$ cat config.mk
export PLATFORM = sky130hd
export DESIGN_NAME = dtcm_ctrl_pipe
export DESIGN_NICKNAME = d
export VERILOG_FILES = /design/src/rtl/dtcm_ctrl_pipe_pkg.sv /design/src/rtl/dtcm_rsp_fifo.sv /design/src/rtl/dtcm_ctrl_pipe.sv
export SDC_FILE = /design/constraint.sdc
export NUM_CORES = 1
export LEC_CHECK = 0
export ABC_CLOCK_PERIOD_IN_PS = 3000
export BUFFER_PORTS_ARGS = -buffer_cell sky130_fd_sc_hd__buf_2
export CORE_MARGIN = 2
export CORE_UTILIZATION = 41
export CTS_CLUSTER_DIAMETER = 60
export DETAILED_ROUTE_END_ITERATION = 7
export GPL_ROUTABILITY_DRIVEN = 0
export PLACE_DENSITY = 0.76
export SLEW_MARGIN = 20
export SYNTH_ARGS = -nofsm -noshare
export SYNTH_HDL_FRONTEND = slang
export SYNTH_SLANG_ARGS = --single-unit
$ cat constraint.sdc
create_clock -name clk -period 3 [get_ports clk]
set_input_delay 0.75 -clock clk [delete_from_list [all_inputs] [get_ports clk]]
set_output_delay 0.75 -clock clk [all_outputs]
set_load 0.03 [all_outputs]
$ cat src/rtl/dtcm_ctrl_pipe_pkg.sv
// Shared defaults and payload layout for the DTCM controller.
// Optional response bypass is enabled by defining DTCM_CTRL_RSP_BYPASS_EN at build time.
package dtcm_ctrl_pipe_pkg;

  localparam int unsigned DTCM_ADDR_WIDTH = 16;
  localparam int unsigned DTCM_RAM_DW     = 32;
  localparam int unsigned DTCM_RAM_MW     = DTCM_RAM_DW / 8;
  localparam int unsigned DTCM_RAM_AW     = 12;

  // Command attributes carried alongside the one-cycle RAM read.
  typedef struct packed {
    logic valid;
    logic read;
    logic err;
  } s1_t;

  // Response entry is packed as {err, rdata}.
  function automatic int unsigned rsp_entry_w(input int unsigned dw);
    return dw + 1;
  endfunction

endpackage

$ cat src/rtl/dtcm_rsp_fifo.sv
// Response FIFO with modulo-DEPTH pointers and an occupancy count.
module dtcm_rsp_fifo #(
  parameter  int unsigned W     = 33,
  parameter  int unsigned DEPTH = 2,
  localparam int unsigned CW    = $clog2(DEPTH) + 1,
  localparam int unsigned PW    = (DEPTH > 1) ? $clog2(DEPTH) : 1
) (
  input  logic          clk,
  input  logic          rst,
  input  logic          push,
  input  logic [W-1:0]  wdata,
  input  logic          pop,
  output logic [W-1:0]  rdata,
  output logic          full,
  output logic          empty,
  output logic [CW-1:0] count
);

  logic [W-1:0]  mem [DEPTH];
  logic [PW-1:0] wptr;
  logic [PW-1:0] rptr;
  logic          do_push;
  logic          do_pop;

  function automatic logic [PW-1:0] nxt(input logic [PW-1:0] p);
    return (32'(p) == DEPTH - 1) ? '0 : p + PW'(1);
  endfunction

  assign full    = (count == CW'(DEPTH));
  assign empty   = (count == '0);
  assign do_pop  = pop && !empty;
  assign do_push = push && (!full || do_pop);
  assign rdata   = mem[rptr];

  always_ff @(posedge clk) begin
    if (rst) begin
      wptr  <= '0;
      rptr  <= '0;
      count <= '0;
    end else begin
      if (do_push) wptr <= nxt(wptr);
      if (do_pop)  rptr <= nxt(rptr);
      count <= count + CW'(do_push) - CW'(do_pop);
    end
  end

  always_ff @(posedge clk) begin
    if (do_push) mem[wptr] <= wdata;
  end

endmodule

$ cat src/rtl/dtcm_ctrl_pipe.sv
// LSU-to-DTCM controller: address check, RAM drive, in-order buffered responses.
// Define DTCM_CTRL_RSP_BYPASS_EN to forward the stage-1 response when the FIFO is empty.
module dtcm_ctrl_pipe
  import dtcm_ctrl_pipe_pkg::*;
#(
  parameter int unsigned ADDR_WIDTH = DTCM_ADDR_WIDTH,
  parameter int unsigned DW         = DTCM_RAM_DW,
  parameter int unsigned MW         = DW / 8,
  parameter int unsigned RAM_DEPTH  = 2 ** DTCM_RAM_AW,
  parameter int unsigned RAM_AW     = $clog2(RAM_DEPTH),
  parameter int unsigned RSP_DEPTH  = 2
) (
  input  logic                  clk,
  input  logic                  rst,
  input  logic                  lsu2dtcm_cmd_valid,
  output logic                  lsu2dtcm_cmd_ready,
  input  logic                  lsu2dtcm_cmd_read,
  input  logic [ADDR_WIDTH-1:0] lsu2dtcm_cmd_addr,
  input  logic [MW-1:0]         lsu2dtcm_cmd_wmask,
  input  logic [DW-1:0]         lsu2dtcm_cmd_wdata,
  output logic                  lsu2dtcm_rsp_valid,
  input  logic                  lsu2dtcm_rsp_ready,
  output logic [DW-1:0]         lsu2dtcm_rsp_rdata,
  output logic                  lsu2dtcm_rsp_err,
  output logic                  dtcm_ram_cs,
  output logic                  dtcm_ram_we,
  output logic [RAM_AW-1:0]     dtcm_ram_addr,
  output logic [MW-1:0]         dtcm_ram_wem,
  output logic [DW-1:0]         dtcm_ram_din,
  input  logic [DW-1:0]         dtcm_ram_dout
);

  localparam int unsigned OFF = $clog2(MW);
  localparam int unsigned IW  = ADDR_WIDTH - OFF;
  localparam int unsigned EW  = rsp_entry_w(DW);
  localparam int unsigned CW  = $clog2(RSP_DEPTH) + 1;
  localparam logic [IW:0] DEPTH_EXT = (IW + 1)'(RAM_DEPTH);

  logic          acc;
  logic          err;
  logic [IW-1:0] widx;
  s1_t           s1;
  logic [EW-1:0] s1_entry;
  logic [EW-1:0] head;
  logic [EW-1:0] rsp_sel;
  logic          push;
  logic          pop;
  logic          full;
  logic          empty;
  logic [CW-1:0] count;

  assign widx = lsu2dtcm_cmd_addr[ADDR_WIDTH-1:OFF];
  assign err  = (lsu2dtcm_cmd_addr[OFF-1:0] != '0) || ({1'b0, widx} >= DEPTH_EXT);

  // Credit check counts the response still in stage 1, so the FIFO cannot overflow.
  assign lsu2dtcm_cmd_ready = !full && ((32'(count) + 32'(s1.valid)) < RSP_DEPTH);
  assign acc = lsu2dtcm_cmd_valid && lsu2dtcm_cmd_ready && !rst;

  assign dtcm_ram_cs   = acc && !err;
  assign dtcm_ram_we   = dtcm_ram_cs && !lsu2dtcm_cmd_read;
  assign dtcm_ram_addr = widx[RAM_AW-1:0];
  assign dtcm_ram_wem  = dtcm_ram_cs ? lsu2dtcm_cmd_wmask : '0;
  assign dtcm_ram_din  = lsu2dtcm_cmd_wdata;

  always_ff @(posedge clk) begin
    if (rst) begin
      s1 <= '0;
    end else begin
      s1.valid <= acc;
      s1.read  <= lsu2dtcm_cmd_read;
      s1.err   <= err;
    end
  end

  assign s1_entry = {s1.err, (s1.read && !s1.err) ? dtcm_ram_dout : DW'(0)};

`ifdef DTCM_CTRL_RSP_BYPASS_EN
  // Forwarded response is only buffered if the LSU does not take it immediately.
  assign push               = s1.valid && !(empty && lsu2dtcm_rsp_ready);
  assign lsu2dtcm_rsp_valid = !empty || s1.valid;
  assign rsp_sel            = !empty ? head : (s1.valid ? s1_entry : '0);
`else
  assign push               = s1.valid;
  assign lsu2dtcm_rsp_valid = !empty;
  assign rsp_sel            = !empty ? head : '0;
`endif

  assign pop = !empty && lsu2dtcm_rsp_ready;
  assign {lsu2dtcm_rsp_err, lsu2dtcm_rsp_rdata} = rsp_sel;

  dtcm_rsp_fifo #(
    .W     (EW),
    .DEPTH (RSP_DEPTH)
  ) u_rsp_fifo (
    .clk   (clk),
    .rst   (rst),
    .push  (push),
    .wdata (s1_entry),
    .pop   (pop),
    .rdata (head),
    .full  (full),
    .empty (empty),
    .count (count)
  );

endmodule
# After elaboration in Yosys (flattened, before gate mapping)

Memory sizes are Yosys's and may differ from the RTL's. A register that Yosys moved wholly into a read port is not among the register bits.
Cells that the tools add are included.
W data, S select, Z words.

Add/subtract/negate cells: 5
$lt $le $gt $ge: 2
Equal/unequal tests: 1
Multiplexer cells: 9
Reductions and logical operators: 19

Operators with widths:

| operator               | number |
|---|---|
| $mux W33               | 1 |
| $mux W32               | 1 |
| $ge A14 B13 Y1 const B | 1 |
| $logic_and A1 B1 Y1    | 9 |
| $logic_not A1 Y1       | 6 |
| $mux W1                | 6 |
| $mux W4                | 1 |
| $add A2 B1 Y3          | 1 |
| $lt A3 B2 Y1 const B   | 1 |
| $add A1 B1 Y1 const B  | 2 |
| $add A2 B1 Y2          | 1 |
| $eq A2 B2 Y1 const B   | 1 |
| $logic_not A2 Y1       | 1 |
| $logic_or A1 B1 Y1     | 2 |
| $reduce_bool A2 Y1     | 1 |
| $sub A2 B1 Y2          | 1 |

Flip-flop bits (word level): 7
RAM bits: 66
Bits of input ports: 89
Output and inout port bits: 85
Logic and storage cells: 43
Memories: 1

Memories:

| name           | words | bits a word | rd ports | clocked after Yosys merged registers in | wr ports | RTL line            | source |
|---|---|---|---|---|---|---|---|
| u_rsp_fifo.mem | 2     | 33          | 1        | 1                                       | 1        | dtcm_rsp_fifo.sv:19 | `logic [W-1:0] mem [DEPTH];` |

# Logic depth before layout (Yosys ltp)

Gate-level depths: netlist (run 1).

Word-level depth: 8
Mapped depth: 8
Depth with buffers taken out: 8

# Cells and area by module

Synthesis (run 1) repeated with hierarchy kept, for this count alone.

Cells, all modules: 274
Area, all modules: 3632.2 um^2

By module, submodules not included:

| module         | times used | cells an instance | area each (um^2) | seq. area each (um^2) |
|---|---|---|---|---|
| dtcm_rsp_fifo  | 1          | 135               | 2651.3           | 2082.0 |
| dtcm_ctrl_pipe | 1          | 139               | 980.9            | 60.1 |

# Least setup slack after synthesis (run 1)

OpenSTA, ideal clock, no wires.

Kind: input to register
Start: input lsu2dtcm_rsp_ready
End: memory u_rsp_fifo.mem[0][0] (enable)
Library setup time: 0.427 ns
Data arrival time: 2.503 ns
Data required time: 2.573 ns
Setup slack: 0.070 ns
Stages: 3
Buffers on the path: 0
Cell sequence: nor2_1 a21boi_2 nor2b_1

Longest elaborated chain between the ends: 6

Ends and longest elaborated chain:

| item                          | RTL line             | source |
|---|---|---|
| from (decl)                   | dtcm_ctrl_pipe.sv:22 | `input logic lsu2dtcm_rsp_ready,` |
| $logic_and A1 B1 Y1           | dtcm_ctrl_pipe.sv:88 | `assign pop = !empty && lsu2dtcm_rsp_ready;` |
| $logic_and A1 B1 Y1           | dtcm_rsp_fifo.sv:31  | `assign do_pop = pop && !empty;` |
| $logic_or A1 B1 Y1            | dtcm_rsp_fifo.sv:32  | `assign do_push = push && (!full \|\| do_pop);` |
| $logic_and A1 B1 Y1           | dtcm_rsp_fifo.sv:32  |  |
| net u_rsp_fifo.do_push        | dtcm_rsp_fifo.sv:22  | `logic do_push;` |
| $mux W1                       | dtcm_rsp_fifo.sv:48  | `if (do_push) mem[wptr] <= wdata;` |
| $mux W1 (not written as such) | dtcm_rsp_fifo.sv:48  |  |
| to (decl)                     | dtcm_rsp_fifo.sv:19  |  |

The timed path passes the listed nets, and every way through them passes these cells.

# Worst setup path after layout (run 1)

Start: register u_rsp_fifo.count[1]
End: output lsu2dtcm_rsp_rdata[4]

Longest elaborated chain between the ends: 2

Ends and longest elaborated chain:

| item                   | RTL line             | source |
|---|---|---|
| from (decl)            | dtcm_rsp_fifo.sv:16  | `output logic [CW-1:0] count` |
| from (signal assigned) | dtcm_rsp_fifo.sv:43  | `count <= count + CW'(do_push) - CW'(do_pop);` |
| $logic_not A2 Y1       | dtcm_rsp_fifo.sv:30  | `assign empty = (count == '0);` |
| $mux W33               | dtcm_ctrl_pipe.sv:85 | `assign rsp_sel = !empty ? head : '0;` |
| to (decl)              | dtcm_ctrl_pipe.sv:23 | `output logic [DW-1:0] lsu2dtcm_rsp_rdata,` |

No other way between the ends.

==> results of run 1 <==
cell type report:
type	instances	area [sq um]	area share
Sequential cell	74	2140	0.558
Tap cell	105	131	0.0342
Timing Repair Buffer	91	470	0.123
Clock inverter	4	43.8	0.0114
Inverter	4	15.0	0.00391
Clock buffer	11	131	0.0342
Multi-Input combinational cell	129	903	0.235
sequential cells by signal, indices dropped and copies added, names as in the netlist, named ones only:
register          flops
u_rsp_fifo.wptr       1
push                  1
s1                    2
u_rsp_fifo.mem       66
u_rsp_fifo.rptr       1
u_rsp_fifo.count      2
report_power, final:
group / leakage, uW / switching, uW / internal, uW / total [uW]
Combinational: 0.000784 / 895 / 413 / 1310
Sequential: 0.000681 / 78.5 / 1250 / 1330
Clock: 0.0000906 / 321 / 374 / 696
final timing paths:
check | start | depth (start not counted) | end
hold reg to reg | s1[0] | 0 | u_rsp_fifo.mem[0][32]
setup / recovery | u_rsp_fifo.count[1] | 4 | lsu2dtcm_rsp_rdata[4]
setup reg to reg | u_rsp_fifo.count[0] | 4 | u_rsp_fifo.mem[1][18]
hold / removal | s1[0] | 0 | u_rsp_fifo.mem[0][32]
cell families (layout without fill, tap and decap cells):
kind of cell    Yosys count  in the layout  synth area share
xor+xnor                  2              2           0.00510
fa+ha+maj                 2              2           0.00729
simple gates             88             88             0.139
compound gates            3              3           0.00729
flops                    74             74             0.624
buf+inv                  59            110             0.117
mux                      34             34            0.0995
per-stage QoR:
stage	worst slack, ps	cell area [sq um]	util
floorplan	69.8	3430	-
global placement	524	3660	0.448
detailed placement	490	3660	0.448
CTS	414	3840	0.470
global route	315	3840	0.470
finish	479	3840	0.470
routing by layer:
| metal | global-route usage | part of all wire | wire length [microns] |
|---|---|---|---|
| met5 | 0 | 0 | 0 |
| met3 | 0.0561 | 0.081 | 488 |
| met1 | 0.147 | 0.39 | 2360 |
| met4 | 0.0869 | 0.047 | 283 |
| met2 | 0.231 | 0.48 | 2910 |
cell usage in the layout, fill, tap and decap left out, types with 2 or more instances in the layout:
cell	synthesis	final
sky130_fd_sc_hd__clkbuf_8	0	9
sky130_fd_sc_hd__and2_1	38	37
sky130_fd_sc_hd__mux2i_1	33	33
sky130_fd_sc_hd__clkbuf_1	4	2
sky130_fd_sc_hd__buf_2	4	85
sky130_fd_sc_hd__nor2b_1	5	3
sky130_fd_sc_hd__edfxtp_1	66	66
sky130_fd_sc_hd__clkinv_2	0	2
sky130_fd_sc_hd__inv_1	3	3
sky130_fd_sc_hd__buf_4	47	6
sky130_fd_sc_hd__ha_1	2	2
sky130_fd_sc_hd__xor2_1	2	2
sky130_fd_sc_hd__nor2_1	39	39
sky130_fd_sc_hd__dfxtp_1	8	7
==> qor_table.md, run 1 <==
| Item | This run |
|---|---|
| Outcome | completed |
| Wire per inst | 14.5 microns |
| Clock tree root buffer cell | sky130_fd_sc_hd__clkbuf_8 |
| Maximum clock frequency | 0.397 GHz |
| Total GRT Usage | 0.139 |
| First-pass GRT wire length | 9.23 mm |
| Maximum fanout count along the critical path | 26 |
| Via count normalized by instance count | 4.67 |
| CP Buf/Inv Count | 2 |
| Synth Warn # | 0 |
| Initial antenna violation count | 0 |
| Setup Buffers After CTS | 0 |
| Placed cells | 403 |
| Post-cts sizing count | 0 |
| Critical Path Max Stage Delay | 530 ps |
| Family of cells with the greatest summed delay on the critical path | simple AND/OR/NAND/NOR gates |
| Clock tree from TritonCTS | built |
| Via Count | 1954 |
| Cell at the slowest stage of the critical path | sky130_fd_sc_hd__nor2_4 |
| Violation count after the first detailed-routing iteration | 63 |
| Areal power density over the cells | 869 nW/um^2 |
| Layout cell share with drive strength beyond 1 | 0.361 |
| Crit end category | output pin |
| Worst relative slew slack | 0.590 |
| Clock slew at reported path FFs | 70 ps |
| Combined area of all synthesized cells | 3430 sq um |
| Post-Synthesis Cells | 262 |
| Largest net degree at the start of global routing | 34 |
| Max-slew violation count | 0 |
| Top_reg_cell synth | sky130_fd_sc_hd__edfxtp_1 |
| Unrepaired setup endpoints after global routing | no |
| Clk Latency, worst-skew pair | 330 ps |
| Max clock buf depth | 2 |
| Final setup viols | 0 |
| Number of placed I/O pins | 174 |
| Slew at the pin closest to its max-slew limit | 614 ps |
| Layout overhead on the synthesized area | 11.8% |
| Final total negative setup slack | 0 ps |
| Maximum capacitance violations | 0 |
| Required @ worst endpoint | 2250 ps |
| Starting Density | 0.420 |
| Static power due to leakage | 0.00155 uW |
| Final Power | 3330 uW |
| Vertical extent of the die | 95.5 microns |
| Minimum setup slack among reg-to-reg paths | 1080 ps |
| Cell-by-cell trace of the critical path | nor2_4 -> buf_4 -> nor2_1 -> buf_2 |
| Die width | 95.5 microns |
| Synthesized flop and latch total | 74 |
| Worst clock skew on the final layout | 6.37 ps |
| Maximum level of the CTS H-tree | 3 |
| Worst Path Arrival | 1770 ps |
| Number of distinct library cell variants in the gate-level netlist after synthesis | 23 |
| Largest area contributor in the synthesized netlist | sky130_fd_sc_hd__edfxtp_1 |
| Sequential share of the synthesized area | 0.624 |
| Shortest period the worst path allows | 2520 ps |
| Number of remaining DRC errors | 0 |
| Worst setup path category | register to output pin |
| Final cell count without fillers | 418 |
| Max VDD drop | 0.334 mV |
| Num CTS Buffers | 9 |
| Number of hold-repair buffers added at the cts stage | 0 |
| Final-layout fill cell count | 771 |
| Detailed-routing iteration count for the pre-antenna-repair pass | 4 |
| Crit start category | register |
| Most numerous cell in the Yosys netlist | sky130_fd_sc_hd__edfxtp_1 |
| Number of synthesized flops with an enable pin | 66 |
| Total number of clock tree sinks | 74 |
| Remaining antenna violation count after routing | 0 |
| Inserted Diodes | 0 |
| Cell types with the highest counts after synthesis | 66 x sky130_fd_sc_hd__edfxtp_1, 47 x sky130_fd_sc_hd__buf_4, 39 x sky130_fd_sc_hd__nor2_1 |
| Placeable core region | 8180 sq um |
| Final-report hold violation count | 0 |
| Number of nets at the end of the flow | 400 |
| Die area | 9120 sq um |
| Row count | 33 |
| Total congestion overflow after global routing | 0 |
| Avg Cell Area, Syn | 13.1 sq um |
| DPL Wire Length | 4.23 mm |
| Number of nets produced by synthesis | 353 |
| Fraction of registers with async set/reset | 0 |
| Count of buffers from port buffering | 85 |
| Worst min-delay path class | register to register |
| Number of global-route vias before repair | 1979 |
| Tcrit/Tclk final | 0.840 |
| Share of the synthesized area in the top cell type | 0.577 |
| Fin Hold WS | 488 ps |
| Total wire length after detailed routing | 6.05 mm |
| Largest cells by area after synthesis | sky130_fd_sc_hd__edfxtp_1 58%, sky130_fd_sc_hd__buf_4 10%, sky130_fd_sc_hd__mux2i_1 9.6%, sky130_fd_sc_hd__and2_1 6.9%, sky130_fd_sc_hd__dfxtp_1 4.7% |
Note: power is estimated with default switching activity, not from simulation.
==> run 2: changes to the inputs <==
--- a/config.mk
+++ b/config.mk
@@ -5,14 +5,15 @@
 export SDC_FILE = /design/constraint.sdc
 export NUM_CORES = 1
 export LEC_CHECK = 0
-export ABC_CLOCK_PERIOD_IN_PS = 3000
+export ABC_AREA = 1
+export ABC_CLOCK_PERIOD_IN_PS = 2200
 export BUFFER_PORTS_ARGS = -buffer_cell sky130_fd_sc_hd__buf_2
 export CORE_MARGIN = 2
-export CORE_UTILIZATION = 41
+export CORE_UTILIZATION = 42
 export CTS_CLUSTER_DIAMETER = 60
 export DETAILED_ROUTE_END_ITERATION = 7
 export GPL_ROUTABILITY_DRIVEN = 0
-export PLACE_DENSITY = 0.76
+export PLACE_DENSITY = 0.77
 export SLEW_MARGIN = 20
 export SYNTH_ARGS = -nofsm -noshare
 export SYNTH_HDL_FRONTEND = slang
==> constraint.sdc (replaced) <==
create_clock -name clk -period 2.2 [get_ports clk]
set_input_delay 0.55 -clock clk [delete_from_list [all_inputs] [get_ports clk]]
set_output_delay 0.55 -clock clk [all_outputs]
set_load 0.03 [all_outputs]
==> qor_table.md, run 2 <==
| Item | This run |
|---|---|
| Top_reg_cell synth | sky130_fd_sc_hd__edfxtp_1 |
| Max VDD drop | 0.569 mV |
| Tcrit/Tclk final | 0.954 |
| Max-slew violation count | 0 |
| Die area | 9090 sq um |
| Number of distinct library cell variants in the gate-level netlist after synthesis | 18 |
| Number of nets at the end of the flow | 488 |
| Cell count of the worst reg-to-reg path | 8 |
| Shortest period the worst path allows | 2100 ps |
| Inserted Diodes | 0 |
| Number of placed I/O pins | 174 |
| DPL Wire Length | 4.46 mm |
| Remaining antenna violation count after routing | 0 |
| Required @ worst endpoint | 1650 ps |
| Layout cell share with drive strength beyond 1 | 0.299 |
| Slew at the pin closest to its max-slew limit | 649 ps |
| Area of placed instances | 3770 sq um |
| Setup slack of the critical path after layout | 101 ps |
| Combined area of all synthesized cells | 3500 sq um |
| Unrepaired setup endpoints after global routing | yes |
| Clock slew at reported path FFs | 70 ps |
| Layout overhead on the synthesized area | 12.4% |
| Register ranked first by flip-flop count | u_rsp_fifo.mem |
| Detailed-routing iteration count for the pre-antenna-repair pass | 4 |
| Placeable core region | 8130 sq um |
| Summed area of non-filler cells in the final layout | 3940 sq um |
| Max clock buf depth | 2 |
| Total number of clock tree sinks | 74 |
| End of the critical path | lsu2dtcm_rsp_rdata[5] |
| Static power due to leakage | 0.00183 uW |
| Via Count | 2403 |
| Sequential share of the synthesized area | 0.611 |
| Setup Buffers After CTS | 0 |
| Largest area contributor in the synthesized netlist | sky130_fd_sc_hd__edfxtp_1 |
| Number of hold-repair buffers added at the cts stage | 0 |
| Avg Cell Area, Syn | 9.98 sq um |
| Number of global-route vias before repair | 2276 |
| Maximum capacitance violations | 0 |
| Most used cells in the layout excluding fill and tap cells | 85 x sky130_fd_sc_hd__buf_2, 77 x sky130_fd_sc_hd__nand2_1, 66 x sky130_fd_sc_hd__edfxtp_1 |
| Synth Warn # | 0 |
| Num CTS Buffers | 9 |
| Largest registers ranked by flip-flop count | u_rsp_fifo.mem: 66 flops, s1: 2 flops, u_rsp_fifo.count: 2 flops |
| Final-layout fill cell count | 761 |
| Crit start category | register |
| Total GRT Usage | 0.155 |
| Final total negative setup slack | 0 ps |
| Final-report hold violation count | 0 |
| Via count normalized by instance count | 4.74 |
| Synthesized flop and latch total | 74 |
| Minimum setup slack among reg-to-reg paths | 490 ps |
| Max FFs per register | 66 |
| Endpoint of the lowest-slack register-to-register path | u_rsp_fifo.count[1] |
| First-pass GRT wire length | 10.5 mm |
| Total congestion overflow after global routing | 0 |
| Worst setup path category | register to output pin |
| Clock tree from TritonCTS | built |
| Count of buffers from port buffering | 85 |
| Post-Synthesis Cells | 351 |
| Dpl ws | 276 ps |
| Clk Latency, worst-skew pair | 340 ps |
| Maximum fanout count along the critical path | 33 |
| Maximum clock frequency | 0.476 GHz |
| Row count | 33 |
| Beginning of the worst register-to-register path | u_rsp_fifo.count[1] |
| Worst min-delay path class | input pin to register |
| Most numerous cell in the Yosys netlist | sky130_fd_sc_hd__nand2_1 |
| Number of synthesized flops with an enable pin | 66 |
| Starting Density | 0.431 |
| Fraction of registers with async set/reset | 0 |
| Post-cts sizing count | 0 |
| Initial antenna violation count | 0 |
| Total wire length after detailed routing | 6.89 mm |
| Final setup viols | 0 |
| Crit end category | output pin |
| Number of remaining DRC errors | 0 |
| Worst Path Arrival | 1550 ps |
| Vertical extent of the die | 95.3 microns |
| Most common cell after layout, fill and taps aside | sky130_fd_sc_hd__buf_2 |
| Maximum level of the CTS H-tree | 3 |
| Largest net degree at the start of global routing | 34 |
| Worst clock skew on the final layout | 5.34 ps |
| Worst relative slew slack | 0.566 |
| Violation count after the first detailed-routing iteration | 149 |
| Share of the synthesized area in the top cell type | 0.566 |
| Core Util, Final | 0.484 |
| Cell types with the highest counts after synthesis | 77 x sky130_fd_sc_hd__nand2_1, 66 x sky130_fd_sc_hd__edfxtp_1, 48 x sky130_fd_sc_hd__inv_1, 48 x sky130_fd_sc_hd__nor2_1, 45 x sky130_fd_sc_hd__buf_4 |
| Clock tree root buffer cell | sky130_fd_sc_hd__clkbuf_8 |
| Number of nets produced by synthesis | 442 |
| Outcome | completed |
| Fin Hold WS | 428 ps |
| Wire per inst | 13.6 microns |
| Die width | 95.3 microns |
| Areal power density over the cells | 1220 nW/um^2 |
| Largest cells by area after synthesis | sky130_fd_sc_hd__edfxtp_1 57%, sky130_fd_sc_hd__buf_4 9.6%, sky130_fd_sc_hd__nand2_1 8.2%, sky130_fd_sc_hd__inv_1 5.1%, sky130_fd_sc_hd__nor2_1 5.1% |
==> run 2: changes by cell type in the layout (fill, tap and decap cells not counted), moves of 10 or more <==
| cell | before | now |
|---|---|---|
| sky130_fd_sc_hd__a21oi_1 | 0 | 25 |
| sky130_fd_sc_hd__inv_1 | 3 | 48 |
| sky130_fd_sc_hd__mux2i_1 | 33 | 0 |
| sky130_fd_sc_hd__and2_1 | 37 | 0 |
| sky130_fd_sc_hd__nand2_1 | 0 | 77 |
| sky130_fd_sc_hd__a21oi_2 | 1 | 11 |
==> run 2: cells by family (layout without fill, tap and decap cells) <==
logic type	Yosys count	in the layout	share of synthesized area
buffers and inverters	106	157	0.169
flip-flops	74	74	0.611
AND/OR/NAND/NOR	132	132	0.149
adder cells (fa/ha/maj)	2	2	0.00714
AO/OA/AOI/OAI	37	37	0.0646
==> run 2: worst max-delay path, stage by stage (launching register included) <==
cell and delay [ps]:
sky130_fd_sc_hd__dfxtp_1 340, sky130_fd_sc_hd__buf_4 360, sky130_fd_sc_hd__nand2_1 120, sky130_fd_sc_hd__a21oi_2 170, sky130_fd_sc_hd__buf_2 210
==> run 2: power by group <==
| part | internal [uW] | switching, uW |
|---|---|---|
| clock network | 475 | 449 |
| registers | 1750 | 87.2 |
| logic | 561 | 1470 |
==> run 2: worst min-delay path by stage <==
stage,cells past startpoint,endpoint,slack (ps),start
after CTS,2,u_rsp_fifo.count[0],410,rst
after detailed placement,0,u_rsp_fifo.mem[0][32],480,s1[0]
after floorplan,0,u_rsp_fifo.mem[0][32],430,s1[0]
after global routing,2,u_rsp_fifo.count[0],430,rst
final,2,u_rsp_fifo.count[0],430,rst
after global placement,0,u_rsp_fifo.mem[1][32],450,s1[0]
==> run 2: cell type report <==
cell class / instances / area [sq um] / area share
clock buffers: 16 / 170 / 0.0432
inverters: 49 / 184 / 0.0467
multi-input cells: 171 / 783 / 0.199
flip-flops and latches: 74 / 2140 / 0.544
well taps: 105 / 131 / 0.0334
repair buffers: 92 / 528 / 0.134
==> run 2: per-stage QoR <==
step	power, uW	instances
global route	5060	507
floorplan	3470	351
detailed placement	3920	491
finish	4790	507
global placement	3890	491
CTS	4850	507
==> run 2: metal layers <==
metal,share of wire,track usage,up-vias,wire [microns]
met1,0.42,0.179,1131,2870
met4,0.030,0.0906,0,204
met2,0.49,0.262,90,3370
met3,0.066,0.0348,24,452
met5,0,0,-,0
li1,-,-,1158,-
==> run 3: changes to the inputs <==
--- a/config.mk
+++ b/config.mk
@@ -5,15 +5,12 @@
 export SDC_FILE = /design/constraint.sdc
 export NUM_CORES = 1
 export LEC_CHECK = 0
-export ABC_AREA = 1
 export ABC_CLOCK_PERIOD_IN_PS = 2200
 export BUFFER_PORTS_ARGS = -buffer_cell sky130_fd_sc_hd__buf_2
 export CORE_MARGIN = 2
-export CORE_UTILIZATION = 42
+export CORE_UTILIZATION = 28
 export CTS_CLUSTER_DIAMETER = 60
 export DETAILED_ROUTE_END_ITERATION = 7
-export GPL_ROUTABILITY_DRIVEN = 0
-export PLACE_DENSITY = 0.77
 export SLEW_MARGIN = 20
 export SYNTH_ARGS = -nofsm -noshare
 export SYNTH_HDL_FRONTEND = slang
==> qor_table.md, run 3 (synthesis gave the netlist of run 1 again) <==
| Item | This run |
|---|---|
| Slew at the pin closest to its max-slew limit | 701 ps |
| Areal power density over the cells | 1350 nW/um^2 |
| Max VDD drop | 0.557 mV |
| Largest registers ranked by flip-flop count | u_rsp_fifo.mem: 66 flops, s1: 2 flops, u_rsp_fifo.count: 2 flops |
| Most common cell after layout, fill and taps aside | sky130_fd_sc_hd__buf_2 |
| Wire per inst | 15.3 microns |
| Via count normalized by instance count | 4.31 |
| Clock tree from TritonCTS | built |
| Placeable core region | 12000 sq um |
| Max clock buf depth | 2 |
| Number of placed I/O pins | 174 |
| Crit start category | input pin |
| Required @ worst endpoint | 1650 ps |
| Num CTS Buffers | 9 |
| Violation count after the first detailed-routing iteration | 103 |
| Final total negative setup slack | 0 ps |
| Layout overhead on the synthesized area | 21.6% |
| Worst relative slew slack | 0.532 |
| Final-report hold violation count | 0 |
| Total GRT Usage | 0.111 |
| Shortest period the worst path allows | 2130 ps |
| Count of buffers from port buffering | 85 |
| GP Congestion | 0.644 |
| Most used cell, CP | sky130_fd_sc_hd__buf_2 |
| Worst clock skew on the final layout | 4.80 ps |
| Clock slew at reported path FFs | 60 ps |
| Total wire length after detailed routing | 7.16 mm |
| Initial antenna violation count | 0 |
| Total congestion overflow after global routing | 0 |
| Worst Path Arrival | 1580 ps |
| Final Power | 5640 uW |
| Minimum setup slack among reg-to-reg paths | 520 ps |
| Via Count | 2011 |
| Register ranked first by flip-flop count | u_rsp_fifo.mem |
| Row count | 40 |
| Global-route met1 utilization | 0.129 |
| Cell at the slowest stage of the critical path | sky130_fd_sc_hd__and4b_4 |
| Final setup viols | 0 |
| Maximum clock frequency | 0.470 GHz |
| Maximum level of the CTS H-tree | 3 |
| Total number of clock tree sinks | 74 |
| Maximum fanout count along the critical path | 6 |
| Cell-by-cell trace of the critical path | buf_2 -> nor4_4 -> and4b_4 -> and2_1 -> buf_2 |
| Detailed-routing iteration count for the pre-antenna-repair pass | 4 |
| Static power due to leakage | 0.00168 uW |
| Tcrit/Tclk final | 0.966 |
| Outcome | completed |
| Critical Path Max Stage Delay | 300 ps |
| Maximum capacitance violations | 0 |
| CP Buf/Inv Count | 2 |
| Largest net degree at the start of global routing | 33 |
| Die width | 115 microns |
| Final cell count without fillers | 467 |
| Unrepaired setup endpoints after global routing | no |
| Number of global-route vias before repair | 2123 |
| Starting Density | 0.286 |
| DPL Wire Length | 4.54 mm |
| Worst setup path category | input pin to output pin |
| First-pass GRT wire length | 10.7 mm |
| Layout cell share with drive strength beyond 1 | 0.381 |
| Crit end category | output pin |
| Most used cells in the layout excluding fill and tap cells | 85 x sky130_fd_sc_hd__buf_2, 66 x sky130_fd_sc_hd__edfxtp_1, 39 x sky130_fd_sc_hd__nor2_1 |
| Remaining antenna violation count after routing | 0 |
| Die area | 13200 sq um |
| Worst min-delay path class | input pin to register |
| Family of cells with the greatest summed delay on the critical path | simple AND/OR/NAND/NOR gates |
| Clock tree root buffer cell | sky130_fd_sc_hd__clkbuf_16 |
| Max FFs per register | 66 |
| Vertical extent of the die | 115 microns |
| GRT busiest layer | met2 |
| Max-slew violation count | 0 |
| GRT met3 Usage | 0.0429 |
| Number of nets at the end of the flow | 406 |
| Met2 global-route usage | 0.183 |
| Inserted Diodes | 0 |
| Clk Latency, worst-skew pair | 330 ps |
| Number of remaining DRC errors | 0 |
| Placed cells | 446 |
-- run 3: cell count changes in the layout (fill, tap and decap cells not counted), sizes merged, moves of 3 or more --
cell / delta
a21oi: -36
and2: +38
buf: +4
bufinv: +4
clkbuf: -7
clkinv: +3
inv: -45
mux2i: +33
nand2: -77
nand3: -3
nor2: -9
nor2b: +5
-- run 3: final timing paths --
path	from	to	cells past startpoint
max	lsu2dtcm_cmd_addr[1]	dtcm_ram_wem[1]	5
min	lsu2dtcm_cmd_read	s1[1]	2
max reg2reg	u_rsp_fifo.count[1]	u_rsp_fifo.count[1]	8
min reg2reg	u_rsp_fifo.rptr	u_rsp_fifo.rptr	2
-- run 3: layout make-up --
class / count / area [sq um]
inverters: 4 / 15.0
clock buffers: 9 / 225
well taps: 147 / 184
fillers: 1205 / 7840
clock inverters: 7 / 131
flip-flops and latches: 74 / 2150
repair buffers: 96 / 546
multi-input cells: 130 / 927
-- run 3: stage by stage --
stage,setup slack (ps),util,instance area (sq um),hold slack (ps)
3_3_place_gp,113,0.310,3720,457
4_1_cts,1.98,0.344,4140,446
3_5_place_dp,65.5,0.310,3730,494
5_1_grt,4.74,0.348,4170,461
6_report,74.2,0.348,4170,460
2_1_floorplan,83.8,-,3430,426
-- run 3: repair_timing --
| item | in CTS | in global routing |
|---|---|---|
| resized for setup | 2 | 2 |
| hold buffers | 0 | 0 |
| pin swaps | 1 | 1 |
| endpoints found under the setup margin | 34 | 21 |
| setup buffers | 2 | 2 |
| cloned | 1 | 0 |
-- run 3: where the power goes --
group          total (uW)  internal (uW)  switching [uW]
combinational        2080            740            1340
sequential           1820           1710             106
clock                1740           1210             532
-- run 3: routing by layer --
metal	up-vias	wire length, microns
li1	961	-
met1	953	3010
met2	82	3450
met3	15	567
met4	0	128
met5	-	0
